===== src/rtl/mac_hdr_extract.sv =====
// mac_hdr_extract: parses DA (bytes 0-5) and SA (bytes 6-11) from the head of
// each ingress frame, XOR-folds each MAC into a pADDR_WIDTH hash, issues one
// learn/lookup request and forwards the lookup result (or a timeout miss).
// Build option: MAC_HDR_MCAST_SA_DROP_EN drops frames whose SA has the I/G bit set.
module mac_hdr_extract #(
  parameter int pNUM_PORTS  = 4,
  parameter int pADDR_WIDTH = 14,
  parameter int pWAIT_MAX   = 16
) (
  input  logic                          iclk,
  input  logic                          irst_n,
  input  logic [7:0]                    idata,
  input  logic                          ivalid,
  input  logic                          isof,
  input  logic                          ieof,
  input  logic [$clog2(pNUM_PORTS)-1:0] iport,
  output logic [$clog2(pNUM_PORTS)-1:0] opnum,
  output logic [pADDR_WIDTH-1:0]        osa,
  output logic [pADDR_WIDTH-1:0]        oda,
  output logic                          owr_en,
  input  logic                          ilk_ready,
  input  logic [$clog2(pNUM_PORTS)-1:0] ilk_pnum,
  output logic                          olk_valid,
  output logic [$clog2(pNUM_PORTS)-1:0] olk_pnum,
  output logic [$clog2(pNUM_PORTS)-1:0] olk_src,
  output logic                          olk_miss,
  output logic [7:0]                    odrop_cnt
);

  localparam int PW  = $clog2(pNUM_PORTS);
  localparam int W   = pADDR_WIDTH;
  localparam int NCH = (48 + W - 1) / W;
  localparam int TW  = $clog2(pWAIT_MAX) + 1;

  typedef enum logic [2:0] {
    S_IDLE,
    S_DA,
    S_SA,
    S_REQ,
    S_WAIT,
    S_RESP
  } state_t;

  state_t          state, state_nxt;
  logic [3:0]      byte_cnt;
  logic [47:0]     da_mac;
  logic [39:0]     sa_mac;
  logic [PW-1:0]   src_port;
  logic [PW-1:0]   req_port;
  logic [W-1:0]    sa_hash, da_hash;
  logic [TW-1:0]   timer;
  logic [PW-1:0]   lk_pnum;
  logic            lk_miss_r;
  logic [7:0]      drop_cnt;
  logic [8:0]      drop_sum;

  logic            cap_sof;
  logic            cap_byte;
  logic            load_req;
  logic            lk_hit;
  logic            lk_timeout;
  logic [1:0]      drop_inc;
  logic            busy_sof;

  // XOR of consecutive W-bit chunks of the MAC, upper chunk zero-extended
  function automatic logic [W-1:0] fold_mac(input logic [47:0] mac);
    logic [NCH*W-1:0] ext;
    logic [W-1:0]     h;
    ext = (NCH*W)'(mac);
    h   = '0;
    for (int unsigned k = 0; k < NCH; k++) begin
      h ^= ext[k*W +: W];
    end
    return h;
  endfunction

  assign busy_sof = ivalid & isof;

  // State register
  always_ff @(posedge iclk or negedge irst_n) begin
    if (!irst_n) state <= S_IDLE;
    else         state <= state_nxt;
  end

  // Next-state and per-beat control decode
  always_comb begin
    state_nxt  = state;
    cap_sof    = 1'b0;
    cap_byte   = 1'b0;
    load_req   = 1'b0;
    lk_hit     = 1'b0;
    lk_timeout = 1'b0;
    drop_inc   = 2'd0;
    case (state)
      S_IDLE: begin
        if (ivalid && isof) begin
          if (ieof) drop_inc = 2'd1;
          else begin
            cap_sof   = 1'b1;
            state_nxt = S_DA;
          end
        end
      end
      S_DA, S_SA: begin
        if (ivalid) begin
          if (isof) begin
            // Abandoned frame counts once; a new frame that is also a
            // single-beat runt counts again.
            if (ieof) begin
              drop_inc  = 2'd2;
              state_nxt = S_IDLE;
            end else begin
              drop_inc  = 2'd1;
              cap_sof   = 1'b1;
              state_nxt = S_DA;
            end
          end else begin
            cap_byte = 1'b1;
            if (byte_cnt == 4'd11) begin
              load_req  = 1'b1;
              state_nxt = S_REQ;
`ifdef MAC_HDR_MCAST_SA_DROP_EN
              // sa_mac still holds bytes 6-10 here, so byte 6 bit 0 is [32]
              if (sa_mac[32]) begin
                load_req  = 1'b0;
                drop_inc  = 2'd1;
                state_nxt = S_IDLE;
              end
`endif
            end else if (ieof) begin
              drop_inc  = 2'd1;
              state_nxt = S_IDLE;
            end else if (byte_cnt == 4'd5) begin
              state_nxt = S_SA;
            end
          end
        end
      end
      S_REQ: begin
        if (busy_sof) drop_inc = 2'd1;
        state_nxt = S_WAIT;
      end
      S_WAIT: begin
        if (busy_sof) drop_inc = 2'd1;
        if (ilk_ready) begin
          lk_hit    = 1'b1;
          state_nxt = S_RESP;
        end else if (timer == TW'(pWAIT_MAX - 1)) begin
          lk_timeout = 1'b1;
          state_nxt  = S_RESP;
        end
      end
      S_RESP: begin
        if (busy_sof) drop_inc = 2'd1;
        state_nxt = S_IDLE;
      end
      default: state_nxt = S_IDLE;
    endcase
  end

  assign drop_sum = {1'b0, drop_cnt} + {7'd0, drop_inc};

  // Header capture, request latching, lookup result and drop counting
  always_ff @(posedge iclk or negedge irst_n) begin
    if (!irst_n) begin
      byte_cnt  <= '0;
      da_mac    <= '0;
      sa_mac    <= '0;
      src_port  <= '0;
      req_port  <= '0;
      sa_hash   <= '0;
      da_hash   <= '0;
      timer     <= '0;
      lk_pnum   <= '0;
      lk_miss_r <= 1'b0;
      drop_cnt  <= '0;
    end else begin
      if (cap_sof) begin
        da_mac   <= {da_mac[39:0], idata};
        src_port <= iport;
        byte_cnt <= 4'd1;
      end else if (cap_byte) begin
        if (state == S_DA) da_mac <= {da_mac[39:0], idata};
        else               sa_mac <= {sa_mac[31:0], idata};
        byte_cnt <= byte_cnt + 4'd1;
      end

      if (load_req) begin
        da_hash  <= fold_mac(da_mac);
        sa_hash  <= fold_mac({sa_mac, idata});
        req_port <= src_port;
      end

      timer <= (state == S_WAIT) ? timer + 1'b1 : '0;

      if (lk_hit) begin
        lk_pnum   <= ilk_pnum;
        lk_miss_r <= 1'b0;
      end else if (lk_timeout) begin
        lk_pnum   <= '0;
        lk_miss_r <= 1'b1;
      end

      drop_cnt <= drop_sum[8] ? 8'hFF : drop_sum[7:0];
    end
  end

  assign owr_en    = (state == S_REQ);
  assign olk_valid = (state == S_RESP);
  assign opnum     = req_port;
  assign olk_src   = req_port;
  assign osa       = sa_hash;
  assign oda       = da_hash;
  assign olk_pnum  = lk_pnum;
  assign olk_miss  = lk_miss_r;
  assign odrop_cnt = drop_cnt;

endmodule


===== config.mk =====
export PLATFORM = sky130hd
export DESIGN_NAME = mac_hdr_extract
export DESIGN_NICKNAME = d
export VERILOG_FILES = /design/src/rtl/mac_hdr_extract.sv
export SDC_FILE = /design/constraint.sdc
export NUM_CORES = 1
export LEC_CHECK = 0
export ABC_AREA = 1
export CORE_UTILIZATION = 46
export CTS_CLUSTER_DIAMETER = 80
export DETAILED_ROUTE_END_ITERATION = 8
export GPL_TIMING_DRIVEN = 1
export PLACE_DENSITY = 0.66
export SYNTH_ARGS = -nofsm -noshare
export SYNTH_HDL_FRONTEND = slang
export SYNTH_SLANG_ARGS = --single-unit

===== constraint.sdc =====
create_clock -name iclk -period 3.3 [get_ports iclk]
set_clock_uncertainty 0.15 [all_clocks]
set_input_delay 0.33 -clock iclk [delete_from_list [all_inputs] [get_ports iclk]]
set_output_delay 0.33 -clock iclk [all_outputs]
set_load 0.05 [all_outputs]

After elaboration in Yosys (flattened, before gate mapping)
Index checks and enable logic that the tools add are counted.
- register bits after elaboration: 143
- bits of input ports: 18
- reductions and logical operators: 10
- equality and inequality tests: 13
- bitwise gates (word level): 9
- multiplexer cells: 47
- $add $sub $neg: 3
- operators by type and width (cell ; count):
    $mux 48 ; 3
    $xor 14x14->14 ; 4
    $xor 14x6->14 ; 2
    $mux 3 ; 9
    $mux 1 ; 23
    $pmux 3 s4 ; 1
    $mux 2 ; 5
    $add 8x2->9 ; 1
    $mux 4 ; 2
    $mux 8 ; 1
    $eq 3x2->1 const B ; 2
    $eq 3x3->1 const B ; 2
    $ne 2x2->1 const B ; 3
    $pmux 2 s3 ; 1
    $reduce_bool 2->1 ; 3
    $add 5x1->5 const B ; 1
    $eq 5x4->1 const B ; 1
    $mux 5 ; 1
    $ne 5x5->1 const B ; 1
    $reduce_and 5->1 ; 1
    $add 4x1->4 const B ; 1
    $eq 4x3->1 const B ; 1
    $eq 4x4->1 const B ; 1
    $eq 3x1->1 const B ; 1
    10 further kinds ; 11

Depth between registers and ports, before layout
Gate-level depths: netlist (run 1).
- word-level depth: 7
- gate-level depth with buffers: 16

Worst setup path before layout (run 1)
Ideal clock, no wire load.
- path type: reg-to-reg
- start point: register byte_cnt[0]
- end point: register drop_cnt[2], in the netlist odrop_cnt[2]
- library setup time: 0.083 ns
- path slack: 0.862 ns
- required time: 3.067 ns
- stages on the path, launching flop included: 17
- clock period less this slack: 2.438 ns
- data arrival time: 2.206 ns
- buffers on the path: 0
- path through: dfrtp_1 ha_1 nand3_1 nor2_1 nor2_1 nand3_1 nand2_1 ha_1 inv_1 fa_1 nor2_1 nand2_1 inv_1 nand2_1 inv_1 nand2_1 o21ai_0
- word-level cells in the longest chain between the ends: 7
- ends and longest elaborated chain (element ; RTL line ; RTL):
    start: declaration ; 45 ; logic [3:0] byte_cnt;
    start signal: assignment ; 185 ; byte_cnt <= byte_cnt + 4'd1;
    $eq 4x4->1 ; 119 ; if (byte_cnt == 4'd11) begin
    $mux 1 ; 119 ;
    $mux 2 ; 106 ; if (isof) begin
    $mux 2 ; 105 ; if (ivalid) begin
    $pmux 2 s3 ; 94 ; case (state)
    $add 8x2->9 ; 161 ; assign drop_sum = {1'b0, drop_cnt} + {7'd0, drop_inc};
    $mux 8 ; 204 ; drop_cnt <= drop_sum[8] ? 8'hFF : drop_sum[7:0];
    end signal: assignment ; 204 ;
    end: declaration ; 54 ; logic [7:0] drop_cnt;
No other way between the ends.
A chain may end at the register's enable or synchronous reset.

Final worst setup path (run 1)
- start point: register byte_cnt[0]
- end point: register drop_cnt[3], in the netlist odrop_cnt[3]
Same word-level chain as after synthesis.

==> impl_metrics.tcl, run 1 <==
set metrics [dict create \
    root_buffer "clkbuf_16" \
    grt_pass1_vias 4694 \
    die_area_um2 14600 \
    hp-class "reg -> reg" \
    placed_cells 932 \
    p_clk_share_pct 23.8 \
    die_h_um 121 \
    endpoint_kind "register" \
    p_per_area_nw_per_um2 1030 \
    cts_tree "done" \
    clk_pin_slew_worst_paths_ns 0.06 \
    fin_cells 965 \
    syn_nets 738 \
    path_cells "ha_1 > nand3_1 > nor2_1 > nor2_1 > nand3_1 > nand2_1 > ha_1 > inv_1 > fa_1 > nor2_1 > nand2_1 > inv_1 > nand2_1 > inv_1 > nand2_1 > o21ai_0" \
    placed_area_um2 7240 \
    p_int_mw 4.84 \
    drc 0 \
    yosys_warnings 0 \
    multi_input_area_um2 2480 \
    mappedNetlistArea_um2 6500 \
    cp_max_fo 7 \
    ir_drop_v 0.000481 \
    grt.met3_usage_pct 4.79 \
    grt_start_max_net_pins 86 \
    p_seq_share_pct 36.8 \
    clock_path_buffers 2 \
    maxCapViolCount 0 \
    hold_slack_ns 0.307 \
    avgSynthCellArea_um2 9.12 \
    synth-edff-count 0 \
    synthCells 713 \
    synth_common_cells "nand2_1 (194), dfrtp_1 (143), inv_1 (66), o21ai_1 (66), nand3_1 (59)" \
    cpMostUsedCell "nand2_1" \
    drive_gt1_share_pct 8.28 \
    cts_setup_buffers 0 \
    synth_cell_types 28 \
    place.port_buffers 62 \
    dieWidth_um 121 \
    drtIter0Drc 293 \
    power_frac_comb_pct 39.4 \
    power_mw 8.09 \
    routed_via_density 4.93 \
    dp_hpwl_um 8560 \
    rsz0062_at_grt "no" \
    grt_overflow_total 0 \
    synth_ff_type "dfrtp_1" \
    synth_top_cell_by_area "dfrtp_1" \
    wl_per_cell_um 13.1 \
    cp.arrival_ns 2.93 \
    gp_congestion 0.930 \
    pin_count 63 \
    outcome "finished clean" \
    htreeDepth 4 \
    period_needed_ns 2.75 \
    cts_resized 0 \
    hold_viol 0 \
    finalMaxSlewViolations 0 \
    vias 4753 \
    slew_headroom_pct 48.4 \
    grt_first_pass_wirelength_um 21900 \
    p_switching_mw 3.24 \
    ys_ff_latch 143 \
    yosysSeqAreaShare_pct 55.1 \
    grt_use_met2_pct 30.5 \
    syn2layout_area_growth_pct 20.7 \
    max_slew.worst_pin.slew_ns 0.775 \
    grt_use_total_pct 19.3 \
    yosysMostFrequentCell "nand2_1" \
    grt_use_met1_pct 24.9 \
    rrSetupSlack_ns 0.55 \
    fin_nets 797 \
    grt_busiest_layer "met2" \
    tns_ns 0 \
    crit_type "reg -> reg" \
    max_freq_ghz 0.363 \
    routed_wl_um 12700 \
    start_util_pct 47.0 \
    worstPathRequired_ns 3.48 \
    num_rows 43 \
    finalInstanceArea_um2 7850 \
    synth_top_area_share_pct 55.1 \
    numCtsBuffers 17 \
    first_pass_iters 5 \
    antenna_found_initial 0 \
    cts_hold_buf 1 \
    slowest_stage "dfrtp_1" \
    p_leak_nw 3.74 \
    fillers 1200 \
    synthTopCellsByArea "dfrtp_1 (55%), nand2_1 (11%), xnor2_1 (7.0%)" \
    cts_sinks 143 \
    core_area_um2 13800 \
    finalCritPeriodShare_pct 83.4 \
    n_antenna_cell 0 \
    ys_async_sr_fraction_pct 100 \
    clock_latency_ns 0.42 \
    ff_latch_area_um2 3580 \
    setup_viol 0 \
    cp-start-kind "register" \
    antenna_left 0 \
    cpPeakStageDelay_ns 0.42 \
    p_sw_share_pct 40.1 \
]
logic make-up (layout without fill, tap and decap cells):
family	Yosys count	in the layout	share of synthesized area (%)
XOR/XNOR	69	69	9.30
AND/OR/NAND/NOR	296	296	19.0
buffers and inverters	101	173	6.93
flip-flops	143	143	55.1
AO/OA/AOI/OAI	97	97	8.28
adder cells (fa/ha/maj)	7	7	1.46
flip-flops by register name, summed over array words and instances, names as in the netlist:
signal	cells
olk_src	2
timer	5
da_mac	48
byte_cnt	4
sa_mac	40
olk_pnum	2
olk_miss	1
src_port	2
odrop_cnt	8
oda	14
state	3
osa	14
layer usage:
layer  up-vias  part of all wire (%)  routed length [um]
met4         0                   1.4                 179
met3        13                   5.0                 637
li1       2375                     -                   -
met1      2255                    46                5840
met2       110                    48                6030
met5         -                     0                   0
final timing paths:
check | endpoint | depth (start not counted) | startpoint
setup / recovery | odrop_cnt[3] | 16 | byte_cnt[0]
hold / removal | timer[0] | 1 | timer[0]
setup reg to reg | odrop_cnt[3] | 16 | byte_cnt[0]
hold reg to reg | timer[0] | 1 | timer[0]
max in group asynchronous | sa_mac[12] | 3 | irst_n
min in group asynchronous | odrop_cnt[7] | 2 | irst_n
critical path: cells and delay by family (launching register included):
family                   cells  cell delay, ns
AND/OR/NAND/NOR              9            0.96
adder cells (fa/ha/maj)      3            0.78
flip-flops                   1            0.42
buffers and inverters        3            0.21
AO/OA/AOI/OAI                1            0.13
layout make-up:
| type | instances | share of cell area (%) |
|---|---|---|
| Clock inverter | 11 | 1.77 |
| Clock buffer | 21 | 5.87 |
| Tap cell | 180 | 2.87 |
| Multi-Input combinational cell | 469 | 31.6 |
| Inverter | 70 | 3.35 |
| Sequential cell | 143 | 45.6 |
| Timing Repair Buffer | 71 | 8.98 |
power groups by stage:
stage | clock network, mW | logic (mW) | registers [mW]
floorplan | 0 | 1.82 | 3.50
global placement | 0 | 3.16 | 2.97
detailed placement | 0 | 3.21 | 3.01
CTS | 1.96 | 3.23 | 2.98
global route | 2.04 | 3.51 | 3.07
finish | 1.92 | 3.18 | 2.98
stage by stage:
step | worst slack (ns) | util, %
floorplan | 0.862 | -
global placement | 0.434 | 52.3
detailed placement | 0.243 | 52.3
CTS | 0.574 | 56.7
global route | 0.315 | 56.7
finish | 0.548 | 56.7
cell usage in the layout, fill, tap and decap left out, types with 7 or more instances in the layout:
cell type        synthesis  routed
xnor2_1                 52      52
clkdlybuf4s50_1          0      61
inv_1                   66      66
nand2_1                194     194
buf_4                    5       7
nand3_1                 59      58
o21ai_0                 12      12
o21ai_1                 66      66
xor2_1                  17      17
o21ai_2                 10      10
clkbuf_16                0      17
nor2_1                  26      26
dfrtp_1                143     143
(Power assumes the default switching activity.)
==> run 2: changes to the inputs <==
Settings changed: PLACE_DENSITY 0.66 to 0.69.
Clock period 3.3 ns to 2.36 ns, I/O delays scaled along.
==> run 2 against run 1 <==
The run now ends with negative setup slack left. Non-clock buffer count is 24 higher. Clock power is 58% higher. First-iteration DRC count grew 12%. Setup slack worse by 0.63 ns. Critical path type unchanged. Largest power group unchanged. Highest routed layer unchanged.
==> impl_metrics.tcl, run 2 (synthesis gave the netlist of run 1 again) <==
set metrics [dict create \
    p_per_area_nw_per_um2 1460 \
    drtIter0Drc 328 \
    cp.arrival_ns 2.66 \
    r2r_start "state[0]" \
    clk_pin_slew_worst_paths_ns 0.06 \
    cp-start-kind "register" \
    pin_count 63 \
    finalCritPeriodShare_pct 104 \
    place.port_buffers 62 \
    p_leak_nw 3.93 \
    final_cell_mix "nand2_1 (190), dfrtp_1 (142), o21ai_1 (66)" \
    core_area_um2 13800 \
    drive_gt1_share_pct 14.1 \
    cp_max_fo 7 \
    maxCapViolCount 0 \
    htreeDepth 4 \
    worstPathRequired_ns 2.57 \
    violations "negative setup slack" \
    die_h_um 121 \
    ff2ff_path_depth 15 \
    largest_reg_flops 48 \
    grt_overflow_total 0 \
    max_freq_ghz 0.409 \
    rr_endpoint "odrop_cnt[7]" \
    start_util_pct 47.0 \
    tns_ns -0.577 \
    syn2layout_area_growth_pct 26.6 \
    clock_path_buffers 2 \
    cts_sinks 143 \
    period_needed_ns 2.45 \
    grt_start_max_net_pins 81 \
    crit_family "simple AND/OR/NAND/NOR gates" \
    finalMaxSlewViolations 0 \
    die_area_um2 14600 \
    antenna_left 0 \
    numCtsBuffers 17 \
    root_buffer "clkbuf_16" \
    slew_headroom_pct 59.6 \
    cpPeakStageDelay_ns 0.46 \
    dp_slack_ns -0.303 \
    placed_area_um2 7430 \
    vias 4938 \
    antenna_found_initial 0 \
    num_rows 43 \
    finalInstanceArea_um2 8230 \
    first_pass_iters 5 \
    routed_wl_um 13500 \
    setup_viol 8 \
    layout_commonest_cell "nand2_1" \
    outcome "finished, violations left" \
    hold_viol 0 \
    clock_latency_ns 0.42 \
    cts_tree "done" \
    dieWidth_um 121 \
    gp_congestion 0.965 \
    crit_buf_inv 3 \
    rsz0062_at_grt "yes" \
    rrSetupSlack_ns -0.09 \
    grt_pass1_vias 4980 \
    largest_registers "da_mac x48, sa_mac x40" \
    max_slew.worst_pin.slew_ns 0.604 \
    drc 0 \
    hp-class "in -> async" \
    fillers 1125 \
    top_register "da_mac" \
    ir_drop_v 0.000720 \
    dp_hpwl_um 8960 \
    routed_via_density 4.99 \
    slowest_stage "dfrtp_1" \
    fin_nets 821 \
    endpoint_kind "register" \
    grt_first_pass_wirelength_um 23100 \
    crit_type "reg -> reg" \
    worst_slack_ns -0.0867 \
    grt_use_total_pct 20.4 \
    hold_slack_ns 0.199 \
    path_cells "a21oi_4 > nand2_2 > nor2_1 > nand3_1 > nand2_1 > ha_2 > inv_2 > fa_2 > nor2_4 > nand2_2 > inv_2 > nand2_2 > inv_2 > nand2_4 > nand3_2" \
    n_antenna_cell 0 \
    wl_per_cell_um 13.7 \
]
-- run 2: repair_timing --
action                                  4_1_cts  5_1_grt
setup buffers                                 2        3
hold buffers                                  1        0
hold endpoints to repair                     56        0
endpoints found under the setup margin        9        8
pin swaps                                     2        8
gates resized for setup                      11       14
-- run 2: how the worst max path moves through the flow --
stage                startpoint  depth (start not counted)      endpoint
floorplan           byte_cnt[0]                         15  odrop_cnt[6]
global placement           isof                         14  odrop_cnt[6]
detailed placement         isof                         14  odrop_cnt[6]
CTS                 byte_cnt[1]                         16  odrop_cnt[3]
global route        byte_cnt[0]                         16  odrop_cnt[6]
finish                 state[0]                         15  odrop_cnt[7]
-- run 2: power by group --
part           switching [mW]  internal (mW)
combinational            2.89           1.90
clock                    1.04           2.01
sequential              0.810           3.36
total                    4.74           7.26
-- run 2: area by class of cell --
type	instances	area, um2	share of cell area, %
flip-flops and latches	143	3580	43.5
multi-input cells	469	2550	31.0
repair buffers	95	931	11.3
clock buffers	18	439	5.34
inverters	70	263	3.19
clock inverters	14	239	2.90
well taps	180	225	2.74
-- run 2: per-stage QoR --
| stage | power [mW] | cells | utilization (%) |
|---|---|---|---|
| after global placement | 8.74 | 951 | 53.8 |
| final | 12.0 | 989 | 59.5 |
| after CTS | 12.0 | 986 | 59.0 |
| after global routing | 12.8 | 989 | 59.5 |
| after detailed placement | 8.89 | 951 | 53.8 |
| after floorplan | 7.44 | 713 | - |
-- run 2: per-layer routing --
layer / GRT usage [%] / vias up / share of wire, %
met1: 25.8 / 2401 / 45
met2: 33.8 / 100 / 49
li1: - / 2420 / -
met4: 7.87 / 0 / 1.3
met5: 0 / - / 0
met3: 4.84 / 17 / 3.9
